<file path="config.mk">
export PLATFORM = sky130hd
export DESIGN_NAME = sha256_block
export DESIGN_NICKNAME = d
export VERILOG_FILES = /design/src/rtl/sha256_pkg.sv /design/src/rtl/sha256_block.sv
export SDC_FILE = /design/constraint.sdc
export NUM_CORES = 2
export LEC_CHECK = 0
export CORE_AREA = 2 2 398 400
export CTS_CLUSTER_SIZE = 16
export DETAILED_ROUTE_END_ITERATION = 12
export DIE_AREA = 0 0 400 402
export MAX_ROUTING_LAYER = met4
export PLACE_DENSITY = 0.8
export SYNTH_ARGS = -nofsm -noshare
export SYNTH_HDL_FRONTEND = slang
export SYNTH_SLANG_ARGS = --single-unit
</file>
<file path="constraint.sdc">
create_clock -name clk -period 15.8 [get_ports clk]
set_clock_uncertainty 0.2 [all_clocks]
set_input_delay 3.16 -clock clk [delete_from_list [all_inputs] [get_ports clk]]
set_output_delay 3.16 -clock clk [all_outputs]
set_load 0.01 [all_outputs]
</file>
<file path="src/rtl/sha256_pkg.sv">
// Shared SHA-256 definitions: FSM states, round constants, initial hash value
// and the Sigma/sigma/Ch/Maj helper functions.
package sha256_pkg;

  typedef enum logic [1:0] {
    ST_IDLE = 2'd0,
    ST_RUN  = 2'd1,
    ST_DONE = 2'd2
  } state_e;

  localparam logic [255:0] SHA_IHV_INIT = {
    32'h6a09e667, 32'hbb67ae85, 32'h3c6ef372, 32'ha54ff53a,
    32'h510e527f, 32'h9b05688c, 32'h1f83d9ab, 32'h5be0cd19
  };

  localparam logic [31:0] K [64] = '{
    32'h428a2f98, 32'h71374491, 32'hb5c0fbcf, 32'he9b5dba5, 32'h3956c25b, 32'h59f111f1, 32'h923f82a4, 32'hab1c5ed5,
    32'hd807aa98, 32'h12835b01, 32'h243185be, 32'h550c7dc3, 32'h72be5d74, 32'h80deb1fe, 32'h9bdc06a7, 32'hc19bf174,
    32'he49b69c1, 32'hefbe4786, 32'h0fc19dc6, 32'h240ca1cc, 32'h2de92c6f, 32'h4a7484aa, 32'h5cb0a9dc, 32'h76f988da,
    32'h983e5152, 32'ha831c66d, 32'hb00327c8, 32'hbf597fc7, 32'hc6e00bf3, 32'hd5a79147, 32'h06ca6351, 32'h14292967,
    32'h27b70a85, 32'h2e1b2138, 32'h4d2c6dfc, 32'h53380d13, 32'h650a7354, 32'h766a0abb, 32'h81c2c92e, 32'h92722c85,
    32'ha2bfe8a1, 32'ha81a664b, 32'hc24b8b70, 32'hc76c51a3, 32'hd192e819, 32'hd6990624, 32'hf40e3585, 32'h106aa070,
    32'h19a4c116, 32'h1e376c08, 32'h2748774c, 32'h34b0bcb5, 32'h391c0cb3, 32'h4ed8aa4a, 32'h5b9cca4f, 32'h682e6ff3,
    32'h748f82ee, 32'h78a5636f, 32'h84c87814, 32'h8cc70208, 32'h90befffa, 32'ha4506ceb, 32'hbef9a3f7, 32'hc67178f2
  };

  function automatic logic [31:0] rotr(input logic [31:0] x, input int unsigned n);
    return (x >> n) | (x << (32 - n));
  endfunction

  function automatic logic [31:0] big_sigma0(input logic [31:0] x);
    return rotr(x, 2) ^ rotr(x, 13) ^ rotr(x, 22);
  endfunction

  function automatic logic [31:0] big_sigma1(input logic [31:0] x);
    return rotr(x, 6) ^ rotr(x, 11) ^ rotr(x, 25);
  endfunction

  function automatic logic [31:0] small_sigma0(input logic [31:0] x);
    return rotr(x, 7) ^ rotr(x, 18) ^ (x >> 3);
  endfunction

  function automatic logic [31:0] small_sigma1(input logic [31:0] x);
    return rotr(x, 17) ^ rotr(x, 19) ^ (x >> 10);
  endfunction

  function automatic logic [31:0] ch(input logic [31:0] x, input logic [31:0] y, input logic [31:0] z);
    return (x & y) ^ (~x & z);
  endfunction

  function automatic logic [31:0] maj(input logic [31:0] x, input logic [31:0] y, input logic [31:0] z);
    return (x & y) ^ (x & z) ^ (y & z);
  endfunction

endpackage

</file>
<file path="src/rtl/sha256_block.sv">
// Iterative SHA-256 compression, one round per clock, 64 rounds per block.
// Define SHA256_BUSY_EN to expose a busy output that is high while in RUN.
module sha256_block
  import sha256_pkg::*;
(
  input  logic         clk,
  input  logic         rst,
  input  logic [255:0] H_in,
  input  logic [511:0] M_in,
  input  logic         input_valid,
  output logic [255:0] H_out,
  output logic         output_valid
`ifdef SHA256_BUSY_EN
  ,
  output logic         busy
`endif
);

  state_e              state_q, state_d;
  logic [5:0]          rnd_q, rnd_d;
  logic [7:0][31:0]    wv_q, wv_d;     // a..h at index 0..7
  logic [7:0][31:0]    hlat_q, hlat_d;
  logic [15:0][31:0]   w_q, w_d;       // w_q[0] is W[t] for the current round
  logic [255:0]        hout_q, hout_d;
  logic                ovld_q, ovld_d;

  logic [31:0]         t1, t2;
  logic [7:0][31:0]    rnd_v;

  always_comb begin
    t1 = wv_q[7] + big_sigma1(wv_q[4]) + ch(wv_q[4], wv_q[5], wv_q[6]) + K[rnd_q] + w_q[0];
    t2 = big_sigma0(wv_q[0]) + maj(wv_q[0], wv_q[1], wv_q[2]);
    rnd_v = wv_q;
    rnd_v[0] = t1 + t2;
    for (int i = 1; i < 8; i++) rnd_v[i] = wv_q[i-1];
    rnd_v[4] = wv_q[3] + t1;
  end

  always_comb begin
    state_d = state_q;
    rnd_d   = rnd_q;
    wv_d    = wv_q;
    hlat_d  = hlat_q;
    w_d     = w_q;
    hout_d  = hout_q;
    ovld_d  = ovld_q;
    case (state_q)
      ST_RUN: begin
        wv_d  = rnd_v;
        rnd_d = rnd_q + 6'd1;
        for (int i = 0; i < 15; i++) w_d[i] = w_q[i+1];
        // Window slides so that w_q[15] always holds W[t+15]
        w_d[15] = small_sigma1(w_q[14]) + w_q[9] + small_sigma0(w_q[1]) + w_q[0];
        if (rnd_q == 6'd63) begin
          for (int i = 0; i < 8; i++) hout_d[255-32*i -: 32] = hlat_q[i] + rnd_v[i];
          ovld_d  = 1'b1;
          state_d = ST_DONE;
        end
      end
      default: begin
        if (input_valid) begin
          for (int i = 0; i < 8; i++) begin
            hlat_d[i] = H_in[255-32*i -: 32];
            wv_d[i]   = H_in[255-32*i -: 32];
          end
          for (int i = 0; i < 16; i++) w_d[i] = M_in[511-32*i -: 32];
          rnd_d   = '0;
          ovld_d  = 1'b0;
          state_d = ST_RUN;
        end
      end
    endcase
  end

  always_ff @(posedge clk or negedge rst) begin
    if (!rst) begin
      state_q <= ST_IDLE;
      rnd_q   <= '0;
      wv_q    <= '0;
      hlat_q  <= '0;
      w_q     <= '0;
      hout_q  <= '0;
      ovld_q  <= 1'b0;
    end else begin
      state_q <= state_d;
      rnd_q   <= rnd_d;
      wv_q    <= wv_d;
      hlat_q  <= hlat_d;
      w_q     <= w_d;
      hout_q  <= hout_d;
      ovld_q  <= ovld_d;
    end
  end

  assign H_out        = hout_q;
  assign output_valid = ovld_q;

`ifdef SHA256_BUSY_EN
  assign busy = (state_q == ST_RUN);
`endif

endmodule

</file>
# [Word-level counts from Yosys, hierarchy flattened]
# Memories as Yosys holds them, arrays and structs flattened.
# Index checks and enable logic that the tools add are counted.
[word_totals] reg_bits=1289 rom_bits=2048 in_bits=771 out_inout_bits=257 wordCells=107 n_memories=1
[mem_list] name="(no name shown)" depth=64 width=32 rd=1 rd_ports_with_merged_regs=0 wr=0 line_no="sha256_block.sv:31" source="t1 = wv_q[7] + big_sigma1(wv_q[4]) + ch(wv_q[4], wv_q[5], wv_q[6]) + K[rnd_q] + w_q[0];"
[classes] n_addsub=19 order_cmp=1 eq_ne=3 mux=14 n_bitwise=29 n_reduce_logical=4
[ops] op="512-bit two-way mux" count=2
[ops] op="32-bit adder" count=18
[ops] op="256-bit two-way mux" count=2
[ops] op="32-bit XOR" count=9
[ops] op="32-bit AND" count=5
[ops] op="32-bit two-way mux" count=2
[ops] op="32-bit NOT" count=1
[ops] op="10-bit by 32-bit bitwise OR with 32-bit output" count=1
[ops] op="13-bit by 32-bit bitwise OR with 32-bit output" count=1
[ops] op="14-bit by 32-bit bitwise OR with 32-bit output" count=1
[ops] op="15-bit by 32-bit bitwise OR with 32-bit output" count=1
[ops] op="19-bit by 32-bit bitwise OR with 32-bit output" count=1
[ops] op="21-bit by 32-bit bitwise OR with 32-bit output" count=1
[ops] op="25-bit by 32-bit bitwise OR with 32-bit output" count=1
[ops] op="26-bit by 32-bit bitwise OR with 32-bit output" count=1
[ops] op="30-bit by 32-bit bitwise OR with 32-bit output" count=1
[ops] op="7-bit by 32-bit bitwise OR with 32-bit output" count=1
[ops] op="32-bit by 22-bit XOR with 32-bit output" count=1
[ops] op="32-bit by 29-bit XOR with 32-bit output" count=1
[ops] op="6-bit two-way mux" count=2
[ops] op="7-bit greater-or-equal comparator (second input constant)" count=1
[ops] op="6-bit NOT with 7-bit output" count=1
[ops] op="6-bit by 1-bit adder with 6-bit output (second input constant)" count=1
[ops] op="6-bit equality test (second input constant)" count=1
[ops] op="other kinds (7)" count=13

# [Depth between registers and ports, before layout]
[depth] ltp_word=9 ltp_mapped=45 mapped_depth_nobuf=45

# [Least setup slack after synthesis]
# No wires, ideal clock.
[synth_timing] kind="register to register" start="reg rnd_q[2]" end="reg hout_q[254], in the netlist H_out[254]" setup_time_ns=0.129 arrival_ns=8.646 required_time_ns=15.471 path_slack_ns=6.825 path_stages_with_launch=42 path_buffers=1 period_less_slack_ns=8.975 path_cell_list="dfrtp_1 > inv_2 > buf_1 > ha_1 > inv_1 > nand2_1 > o32ai_1 > mux4_2 > fa_1 > inv_1 > ha_1 > or4_4 > o21bai_1 > nand2_1 > inv_1 > a21oi_1 > o21bai_1 > xor2_1 > [... 6 more ...] > a31o_2 > a31oi_1 > o21ba_2 > o21bai_1 > a21oi_1 > xnor2_1 > ha_1 > a22oi_1 > nand3b_1 > a311oi_1 > o31ai_1 > a211o_1 > a21o_1 > a21oi_1 > nor2b_1 > a311o_1 > xnor2_1 > o21ai_1"
[synth_between] elab_chain_cells=8 elab_cells_between_ends=10 cone_classes="4 x add/sub; 1 x eq/ne; 2 x mux; 1 x bitwise; 1 x reduce/logical; 1 x memory"
[synth_rtl] item="start: declaration" line_no="sha256_block.sv:20" source="logic [5:0] rnd_q, rnd_d;"
[synth_rtl] item="start signal: assignment" line_no="sha256_block.sv:86" source="rnd_q <= rnd_d;"
[synth_rtl] item="6-bit NOT with 7-bit output (implied by the code)" line_no="sha256_block.sv:31"
[synth_rtl] item="memory read 64 x 32 bit"
[synth_rtl] item="32-bit two-way mux (implied by the code) (2 in series)" line_no="sha256_block.sv:31"
[synth_rtl] item="32-bit adder (2 in series)" line_no="sha256_block.sv:31"
[synth_rtl] item="32-bit adder" line_no="sha256_block.sv:34" source="rnd_v[0] = t1 + t2;"
[synth_rtl] item="32-bit adder" line_no="sha256_block.sv:55" source="for (int i = 0; i < 8; i++) hout_d[255-32*i -: 32] = hlat_q[i] + rnd_v[i];"
[synth_rtl] item="end signal: assignment" line_no="sha256_block.sv:90" source="hout_q <= hout_d;"
[synth_rtl] item="end: declaration" line_no="sha256_block.sv:24" source="logic [255:0] hout_q, hout_d;"
# Parallel ways exist; a longest one is shown, timed or not. The select of a mux whose other input is x is not followed.
# A chain may end at the register's enable or synchronous reset.

# [Worst setup path in the final report]
[layout_timing] start="reg rnd_q[1]" end="reg hout_q[254], in the netlist H_out[254]"
# Same word-level chain as after synthesis.

==> qor.csv <==
metric,value,unit
# IOs,1028,
Syn Area/Cell,9.56,um^2
clock sink count,1288,
Die H,402,um
CTS root buf,clkbuf_16,
Slew Limit Fails,0,
# H-tree levels,4,
syn nets,9919,
Setup TNS,0,ns
slowest CP cell,dfrtp_1,
number of global-route vias before repair,68700,
sequential area share after synthesis,39.4,%
Die ar.,161000,um^2
initial antenna violation count,71,
grt ovf,0,
buffers plus inverters on the worst setup path,5,
startpoint types,flip-flop,
most frequent cells in the layout,"dfrtp_1, nand2_1, o21ai_0",
Crit. End Element,flip-flop,
CP Data Arrival Time,11.74,ns
total wire length,323,mm
Min Hold Slack,0.258,ns
"EDFF count, synth",0,
post-layout net count,10700,
crit-path most repeated cell,inv_1,
max_cap viols,0,
slew of the pin with the lowest slew margin,1.18,ns
largest net degree at the start of global routing,280,
Fin. Hold Viols,0,
first-pass GRT wire length,462,mm
clock buffer depth,3,
initial core utilization,52.0,%
number of hold buffers added after cts,0,
final cycle utilization of the critical path,71.4,%
"most common cell after layout, fill and taps aside",dfrtp_1,
Seq cells post-synth,1288,
Post-Syn Instances,8549,
CP max FO,20,
HP Class,reg2reg,
Post CTS Setup Buffer Count,0,
Synth-to-Final Area Change,20.7,%
CP peak stage delay,0.95,ns
Detail Placement HPWL,253,mm
router iterations before antenna repair,5,
Slew HR,21.5,%
initial DRC count,6221,
Syn Std Cell Area,81700,um^2
Die X-Extent,400,um
antenna-violating nets left,0,
layout cells sized above 1,6.88,%
DRC Markers,0,
ys flop type,dfrtp_1,
fmax,88.7,MHz
Critical Path RT,16.27,ns
gr usage total,40.6,%
Worst-Skew Late Latency,0.83,ns
port bufs,1027,
routed vias/inst,5.99,
Final GP Congestion,1.00,
critical path class,reg2reg,
Tmin final,11.27,ns
"Async S/R FF share, synth",100,%
post-CTS resize count,0,
Core Area,157000,um^2
cell family with most CP delay,compound AO/OA/AOI/OAI gates,
RSZ-0062 raised after global routing,no,
YS warnings,0,
DR vias,69300,
CTS buffer count,144,
Rows,146,
outcome,finished clean,
clock slew at reported path FFs,0.06,ns
Final setup viols,0,
DR WL/cell,28.0,um
library cells used by synthesis,93,
CTS tree,done,
"Core Util, Final",62.8,%
-- through the flow --
| step | setup slack, ns | area [um^2] | instances |
|---|---|---|---|
| 3_5_place_dp | 4.56 | 93500 | 11200 |
| 5_1_grt | 3.71 | 98600 | 11600 |
| 6_report | 4.53 | 98600 | 11600 |
| 2_1_floorplan | 6.83 | 81700 | 8549 |
| 4_1_cts | 4.53 | 98500 | 11500 |
| 3_3_place_gp | 4.82 | 93500 | 11200 |
-- logic make-up after synthesis --
logic type      Yosys count  synth area share (%)
buf+inv                 963                  4.43
fa+ha+maj               604                  11.0
compound gates         2209                  15.8
simple gates           1851                  9.59
flops                  1288                  39.4
mux                    1071                  13.6
xor+xnor                563                  6.06
-- cell usage after synthesis (all sizes together) (8+ instances only) --
| cell | n | area [um^2] |
|---|---|---|
| and3 | 40 | 250 |
| o21a | 79 | 593 |
| dfrtp | 1288 | 32200 |
| nor3 | 64 | 320 |
| o211ai | 32 | 245 |
| buf | 25 | 96.3 |
| a311oi | 10 | 93.8 |
| mux2 | 295 | 3320 |
| nor4 | 10 | 62.6 |
| a31o | 8 | 70.1 |
| a211oi | 67 | 503 |
| mux2i | 773 | 7740 |
| nand3 | 60 | 300 |
| clkbuf | 467 | 1750 |
| a21o | 181 | 1360 |
| xor2 | 238 | 2090 |
| fa | 196 | 3920 |
| nand2b | 52 | 325 |
| o21bai | 52 | 390 |
| a21oi | 325 | 1630 |
| and2 | 20 | 125 |
| nor2 | 247 | 927 |
| or3 | 19 | 119 |
| xnor2 | 324 | 2840 |
| o22ai | 15 | 93.8 |
| nand2 | 1208 | 4530 |
| a2111oi | 13 | 140 |
| a211o | 10 | 87.6 |
| nand4 | 24 | 150 |
| nor2b | 59 | 369 |
| ha | 403 | 5040 |
| o311ai | 17 | 149 |
| o31ai | 47 | 353 |
| or2 | 17 | 106 |
| o211a | 8 | 80.1 |
| o31a | 9 | 78.8 |
| inv | 470 | 1760 |
| a31oi | 49 | 313 |
| o21ai | 1210 | 6060 |
-- routing by layer --
| layer | vias to the layer above | GRT usage [%] | part of all wire [%] |
|---|---|---|---|
| met5 | - | - | 0 |
| met4 | 0 | 25.0 | 7.3 |
| met3 | 840 | 9.58 | 8.4 |
| met2 | 3078 | 62.4 | 46 |
| met1 | 34200 | 48.3 | 38 |
| li1 | 31200 | - | - |
-- final timing paths --
path | from | end | slack [ns] | depth (start not counted)
max | rnd_q[1] | H_out[254] | 4.53 | 41
min | w_q[485] | w_q[453] | 0.26 | 2
max reg2reg | rnd_q[1] | H_out[254] | 4.53 | 41
min reg2reg | w_q[485] | w_q[453] | 0.26 | 2
max in group asynchronous | rst | w_q[420] | 10.02 | 4
min in group asynchronous | rst | H_out[72] | 2.18 | 1
-- worst reg2reg max path: cells and delay by family (launching register included) --
family          cells  cell delay [ns]
buf+inv             5             0.85
simple gates        5             0.72
compound gates     21             4.79
xor+xnor            3             0.61
flops               1             0.95
fa+ha+maj           7             3.06
-- sequential cells by signal, indices dropped and copies added, names as in the netlist --
register / count
H_out: 256
hlat_q: 256
output_valid: 1
rnd_q: 6
rnd_v: 192
state_q: 1
w_q: 512
wv_q: 64
-- layout make-up --
| type | instances | area, um^2 |
|---|---|---|
| Clock buffer | 208 | 4120 |
| Clock inverter | 53 | 846 |
| Fill cell | 13000 | 58500 |
| Antenna cell | 71 | 178 |
| Inverter | 471 | 1770 |
| Sequential cell | 1288 | 32200 |
| Timing Repair Buffer | 1100 | 11000 |
| Tap cell | 2072 | 2590 |
| Multi-Input combinational cell | 6298 | 45900 |
Power is not shown: default switching activity piles up to over one toggle a cycle in this logic, so the estimate is an artifact.
